===== src/rtl/branch_resolve_unit.sv =====
// branch_resolve_unit
//   In-order tracker for in-flight conditional branches. Fetch pushes each
//   predicted branch and execute resolves them oldest-first. Each resolution
//   trains the two-bit predictor through update_*. A wrong prediction raises a
//   one-cycle mispredict with the redirect PC and flushes the queue.
//
// Parameters
//   DEPTH    in-flight entries (power of two, >= 2)
//   PARK_PC  predictor address driven on idle cycles (reserved index)
//
// Ports
//   clock, reset                 rising-edge clock, async active-high reset
//   alloc_valid/ready            fetch push handshake
//   alloc_pc/pred/alt_pc         branch PC, predicted direction, alternate PC
//   resolve_valid/taken          execute resolves the oldest entry
//   update_pc/outcome/valid      registered predictor training port
//   mispredict, redirect_pc      registered one-cycle redirect pulse + target
//   resolve_error                sticky: resolve seen with an empty queue
//   count                        occupied entries
//
// Optional build macro
//   BRU_STATS_EN  adds saturating counters stat_branches / stat_mispredicts
module branch_resolve_unit #(
  parameter int unsigned DEPTH   = 4,
  parameter logic [31:0] PARK_PC = 32'h0000_00FC
) (
  input  logic                     clock,
  input  logic                     reset,
  input  logic                     alloc_valid,
  output logic                     alloc_ready,
  input  logic [31:0]              alloc_pc,
  input  logic                     alloc_pred,
  input  logic [31:0]              alloc_alt_pc,
  input  logic                     resolve_valid,
  input  logic                     resolve_taken,
  output logic [31:0]              update_pc,
  output logic                     update_outcome,
  output logic                     update_valid,
  output logic                     mispredict,
  output logic [31:0]              redirect_pc,
  output logic                     resolve_error,
  output logic [$clog2(DEPTH):0]   count
`ifdef BRU_STATS_EN
  ,
  output logic [15:0]              stat_branches,
  output logic [15:0]              stat_mispredicts
`endif
);

  localparam int unsigned PW = $clog2(DEPTH);
  localparam int unsigned CW = PW + 1;

  logic [31:0]   pc_q   [DEPTH];
  logic [31:0]   pc_d   [DEPTH];
  logic [31:0]   alt_q  [DEPTH];
  logic [31:0]   alt_d  [DEPTH];
  logic          pred_q [DEPTH];
  logic          pred_d [DEPTH];

  logic [PW-1:0] head_q, head_d;
  logic [PW-1:0] tail_q, tail_d;
  logic [CW-1:0] count_q, count_d;

  logic [31:0]   update_pc_q, update_pc_d;
  logic          update_outcome_q, update_outcome_d;
  logic          update_valid_q, update_valid_d;
  logic          mispredict_q, mispredict_d;
  logic [31:0]   redirect_pc_q, redirect_pc_d;
  logic          resolve_error_q, resolve_error_d;

  logic          do_alloc;
  logic          do_resolve;
  logic          do_flush;

  // Gated on registered count only, so a full queue refuses alloc even while
  // the same cycle pops an entry.
  assign alloc_ready = (count_q < CW'(DEPTH));
  assign do_alloc    = alloc_valid && alloc_ready;
  assign do_resolve  = resolve_valid && (count_q != '0);
  assign do_flush    = do_resolve && (resolve_taken != pred_q[head_q]);

  always_comb begin
    pc_d             = pc_q;
    alt_d            = alt_q;
    pred_d           = pred_q;
    head_d           = head_q;
    tail_d           = tail_q;
    count_d          = count_q;
    update_valid_d   = 1'b0;
    update_pc_d      = PARK_PC;
    update_outcome_d = 1'b0;
    mispredict_d     = 1'b0;
    redirect_pc_d    = redirect_pc_q;
    resolve_error_d  = resolve_error_q | (resolve_valid && (count_q == '0));

    if (do_alloc) begin
      pc_d[tail_q]   = alloc_pc;
      alt_d[tail_q]  = alloc_alt_pc;
      pred_d[tail_q] = alloc_pred;
      tail_d         = tail_q + PW'(1);
    end

    if (do_resolve) begin
      head_d           = head_q + PW'(1);
      update_valid_d   = 1'b1;
      update_pc_d      = pc_q[head_q];
      update_outcome_d = resolve_taken;
    end

    count_d = count_q + CW'(do_alloc) - CW'(do_resolve);

    // Flush overrides any same-cycle allocation; the stale write into the
    // array is harmless because the pointers restart at zero.
    if (do_flush) begin
      mispredict_d  = 1'b1;
      redirect_pc_d = alt_q[head_q];
      head_d        = '0;
      tail_d        = '0;
      count_d       = '0;
    end
  end

  always_ff @(posedge clock or posedge reset) begin
    if (reset) begin
      for (int unsigned i = 0; i < DEPTH; i++) begin
        pc_q[i]   <= '0;
        alt_q[i]  <= '0;
        pred_q[i] <= 1'b0;
      end
      head_q           <= '0;
      tail_q           <= '0;
      count_q          <= '0;
      update_pc_q      <= PARK_PC;
      update_outcome_q <= 1'b0;
      update_valid_q   <= 1'b0;
      mispredict_q     <= 1'b0;
      redirect_pc_q    <= '0;
      resolve_error_q  <= 1'b0;
    end else begin
      pc_q             <= pc_d;
      alt_q            <= alt_d;
      pred_q           <= pred_d;
      head_q           <= head_d;
      tail_q           <= tail_d;
      count_q          <= count_d;
      update_pc_q      <= update_pc_d;
      update_outcome_q <= update_outcome_d;
      update_valid_q   <= update_valid_d;
      mispredict_q     <= mispredict_d;
      redirect_pc_q    <= redirect_pc_d;
      resolve_error_q  <= resolve_error_d;
    end
  end

  assign update_pc      = update_pc_q;
  assign update_outcome = update_outcome_q;
  assign update_valid   = update_valid_q;
  assign mispredict     = mispredict_q;
  assign redirect_pc    = redirect_pc_q;
  assign resolve_error  = resolve_error_q;
  assign count          = count_q;

`ifdef BRU_STATS_EN
  logic [15:0] stat_branches_q, stat_branches_d;
  logic [15:0] stat_mispredicts_q, stat_mispredicts_d;

  always_comb begin
    stat_branches_d    = stat_branches_q;
    stat_mispredicts_d = stat_mispredicts_q;
    if (do_resolve && (stat_branches_q != 16'hFFFF))
      stat_branches_d = stat_branches_q + 16'd1;
    if (do_flush && (stat_mispredicts_q != 16'hFFFF))
      stat_mispredicts_d = stat_mispredicts_q + 16'd1;
  end

  always_ff @(posedge clock or posedge reset) begin
    if (reset) begin
      stat_branches_q    <= '0;
      stat_mispredicts_q <= '0;
    end else begin
      stat_branches_q    <= stat_branches_d;
      stat_mispredicts_q <= stat_mispredicts_d;
    end
  end

  assign stat_branches    = stat_branches_q;
  assign stat_mispredicts = stat_mispredicts_q;
`endif

endmodule


===== config.mk =====
export PLATFORM = sky130hd
export DESIGN_NAME = branch_resolve_unit
export DESIGN_NICKNAME = d
export VERILOG_FILES = /design/src/rtl/branch_resolve_unit.sv
export SDC_FILE = /design/constraint.sdc
export NUM_CORES = 1
export LEC_CHECK = 0
export BUFFER_PORTS_ARGS = -buffer_cell sky130_fd_sc_hd__buf_4
export CAP_MARGIN = 20
export CORE_MARGIN = 4
export CORE_UTILIZATION = 44
export CTS_BUF_LIST = sky130_fd_sc_hd__clkbuf_4
export DETAILED_ROUTE_END_ITERATION = 16
export GPL_TIMING_DRIVEN = 0
export SLEW_MARGIN = 20
export SYNTH_ARGS = -nofsm -noshare
export SYNTH_HDL_FRONTEND = slang
export SYNTH_SLANG_ARGS = --single-unit

===== constraint.sdc =====
create_clock -name clock -period 21.7 [get_ports clock]
set_input_delay 2.17 -clock clock [delete_from_list [all_inputs] [get_ports clock]]
set_output_delay 2.17 -clock clock [all_outputs]
set_load 0.02 [all_outputs]

==> reports/qor.yml <==
rsz0062_at_grt: "no"
sequentialPowerShare_pct: 41.7
cts_resized: 0
die-area_um2: 34500
routed_wl_um: 29000
synth-simple-area-share_pct: 2.11
num_vias: 7831
routedWlPerCell_um: 19.2
die_y_um: 186
period_minus_slack_ns: 3.52
startpoint: "update_pc[6]"
final_cells: 1515
via_per_inst: 5.17
switching_power_uw: 777
rr_worst_depth: 5
nets: 1133
insertion_delay_ns: 0.69
grt_pass1_vias: 8385
postCtsHoldBufs: 0
critPathCaptureType: "primary output"
cts.sinks: 335
finalClockSkew_ns: 0.0390
path_class: "reg2out"
fin_util_pct: 54.1
syn_area_um2: 13900
grtUsageTotal_pct: 17.3
grt_overflow_total: 0
yosysMostFrequentCell: "dfrtp_1"
yosys.area.top_type: "dfrtp_1"
cts_buffers: 89
firstDrtPassIters: 4
ys.flop_type: "dfrtp_1"
critPathTopFamily: "flip-flops"
p_int_mw: 1.81
first_iter_violations: 285
synth.top_cells.by_area: "dfrtp_1, mux2_2, mux4_2, buf_2, and2_1"
run_status: "completed"
final-setup-viol-count: 0
fin_crit_sh_pct: 16.2
hp-class: "reg2reg"
syn_area_per_cell_um2: 16.9
worstMarginPinSlew_ns: 0.837
synth_edf_count: 0
cp.arrival_ns: 1.35
peakVddDrop_v: 0.0000712
async_flop_share_pct: 100
drv_slew: 0
synth_top_family_by_area: "multiplexers"
synth.distinct_cells: 28
ys_warn_count: 0
drive_above_1_share_pct: 60.5
maxCapViolCount: 0
synthMuxAreaShare_pct: 34.3
ant_nets: 0
swShare_pct: 30.0
grt_max_degree: 97
area_growth_pct: 20.2
syn_inst: 822
regToRegStartpoint: "head_q[1]"
tns_ns: 0
synth_top_area_share_pct: 59.2
htree_levels: 3
antenna_found_initial: 3
initial_core_util_pct: 45.0
dp_hpwl_um: 18500
crit_slowest_cell: "dfstp_2"
hold_viol: 0
slowest_delay_ns: 0.52
cp.required_ns: 19.53
synthXorXnorAreaFrac_pct: 0.378
synth_common_cells: "dfrtp_1, mux2_2, mux4_2"
synth_compound_gate_area_share_pct: 0.252
cts_tree: "done"
r2r_end: "update_pc[30]"
synth-adder-area-share_pct: 0.594
max_freq_mhz: 284
ff2ff_setup_slack_ns: 19.23
core_um2: 30900
pwr-share-comb_pct: 36.4
path_cells: "buf_4"
critPathCapture: "update_pc[6]"
fillers: 2681
io_buffers: 141
ys_seq_area_share_pct: 60.3
p_per_area_nw_per_um2: 155
root_buffer: "clkbuf_4"
io_pins: 142
p_leak_nw: 7.56
grt_pass1_wl_um: 46300
crit_fanout: 1
dp.cells: 1362
ys_ff_latch: 335
startpoint_type: "register"
synth_fp_nets: 898
crit_buf_inv: 1
post_cts_buffers: 0
clk_pin_slew_ns: 0.06
gp_congestion: 0.716
rows: 64
clock_path_buffers: 3
drc: 0
die_width_um: 186
clkPwrFrac_pct: 21.9
crit_cells: 1
slew_headroom_pct: 44.2
logic make-up (layout without fill, tap and decap cells):
family	Yosys count	in the layout
multiplexers	359	359
buffers and inverters	58	353
AND/OR/NAND/NOR	53	53
adder cells (fa/ha/maj)	6	6
flip-flops	335	335
AO/OA/AOI/OAI	5	5
other	0	2
XOR/XNOR	6	6
metal layers:
layer / up-vias / global-route usage, % / routed length [µm]
met2: 176 / 27.4 / 13800
li1: 3506 / - / -
met5: - / 0 / 20
met4: 2 / 5.51 / 638
met1: 4092 / 23.2 / 12800
met3: 55 / 5.02 / 1690
how the worst min path moves through the flow:
stage	from	cells after the start	endpoint	slack, ns
final	resolve_error	1	resolve_error	0.46
after detailed placement	resolve_error	1	resolve_error	0.45
after floorplan	alt_q[58]	1	alt_q[58]	0.47
after global placement	resolve_error	1	resolve_error	0.44
after global routing	resolve_error	1	resolve_error	0.47
after CTS	resolve_error	1	resolve_error	0.47
final cells by class:
class / count / area [µm²] / share of cell area (%)
antenna: 2 / 5.00 / 0.0299
tap: 396 / 495 / 2.96
buffer: 52 / 262 / 1.56
sequential: 335 / 8390 / 50.2
timing repair buffer: 144 / 1140 / 6.83
multi-input combinational: 429 / 5230 / 31.3
inverter: 6 / 30.0 / 0.180
clock buffer: 137 / 1030 / 6.15
clock inverter: 14 / 135 / 0.808
cells in the final DEF (no fill, tap or decap), types with 3 or more instances in the layout:
| cell type | Yosys | layout |
|---|---|---|
| and2_1 | 27 | 27 |
| mux4_2 | 64 | 64 |
| buf_2 | 35 | 35 |
| nor2b_1 | 3 | 3 |
| inv_1 | 6 | 5 |
| dfrtp_1 | 329 | 329 |
| clkbuf_4 | 0 | 137 |
| buf_4 | 2 | 143 |
| xnor2_1 | 4 | 4 |
| ha_1 | 5 | 5 |
| nand2b_1 | 7 | 7 |
| dfstp_2 | 6 | 6 |
| nor2_1 | 7 | 7 |
| mux2_2 | 278 | 278 |
| nand2_1 | 7 | 7 |
| buf_16 | 0 | 3 |
| mux2_1 | 14 | 14 |
| clkinv_1 | 0 | 9 |
| clkbuf_1 | 12 | 12 |
| bufinv_16 | 0 | 3 |
power by group through the flow:
stage                     clock network, mW  logic (mW)  registers [mW]
after global routing                  0.625        1.03            1.12
after CTS                             0.591       0.966            1.08
after detailed placement                  0       0.964            1.09
final                                 0.567       0.943            1.08
after global placement                    0       0.944            1.09
after floorplan                           0       0.632            1.13
stage by stage:
| step | power (mW) | worst slack (ns) | hold WS [ns] | instance area, µm² |
|---|---|---|---|---|
| detailed placement | 2.06 | 17.68 | 0.452 | 15500 |
| CTS | 2.64 | 18.13 | 0.466 | 16700 |
| global placement | 2.03 | 6.17 | 0.441 | 15500 |
| finish | 2.59 | 18.18 | 0.460 | 16700 |
| floorplan | 1.76 | 10.26 | 0.474 | 13900 |
| global route | 2.77 | 18.10 | 0.472 | 16700 |
flip-flops by register name (all words and copies together) (netlist names), 2 cells and up:
register and cells:
head_q 2, pred_q 4, alt_q 128, count 3, update_pc 32, pc_q 128, tail_q 2, redirect_pc 32
(Power assumes the default switching activity.)
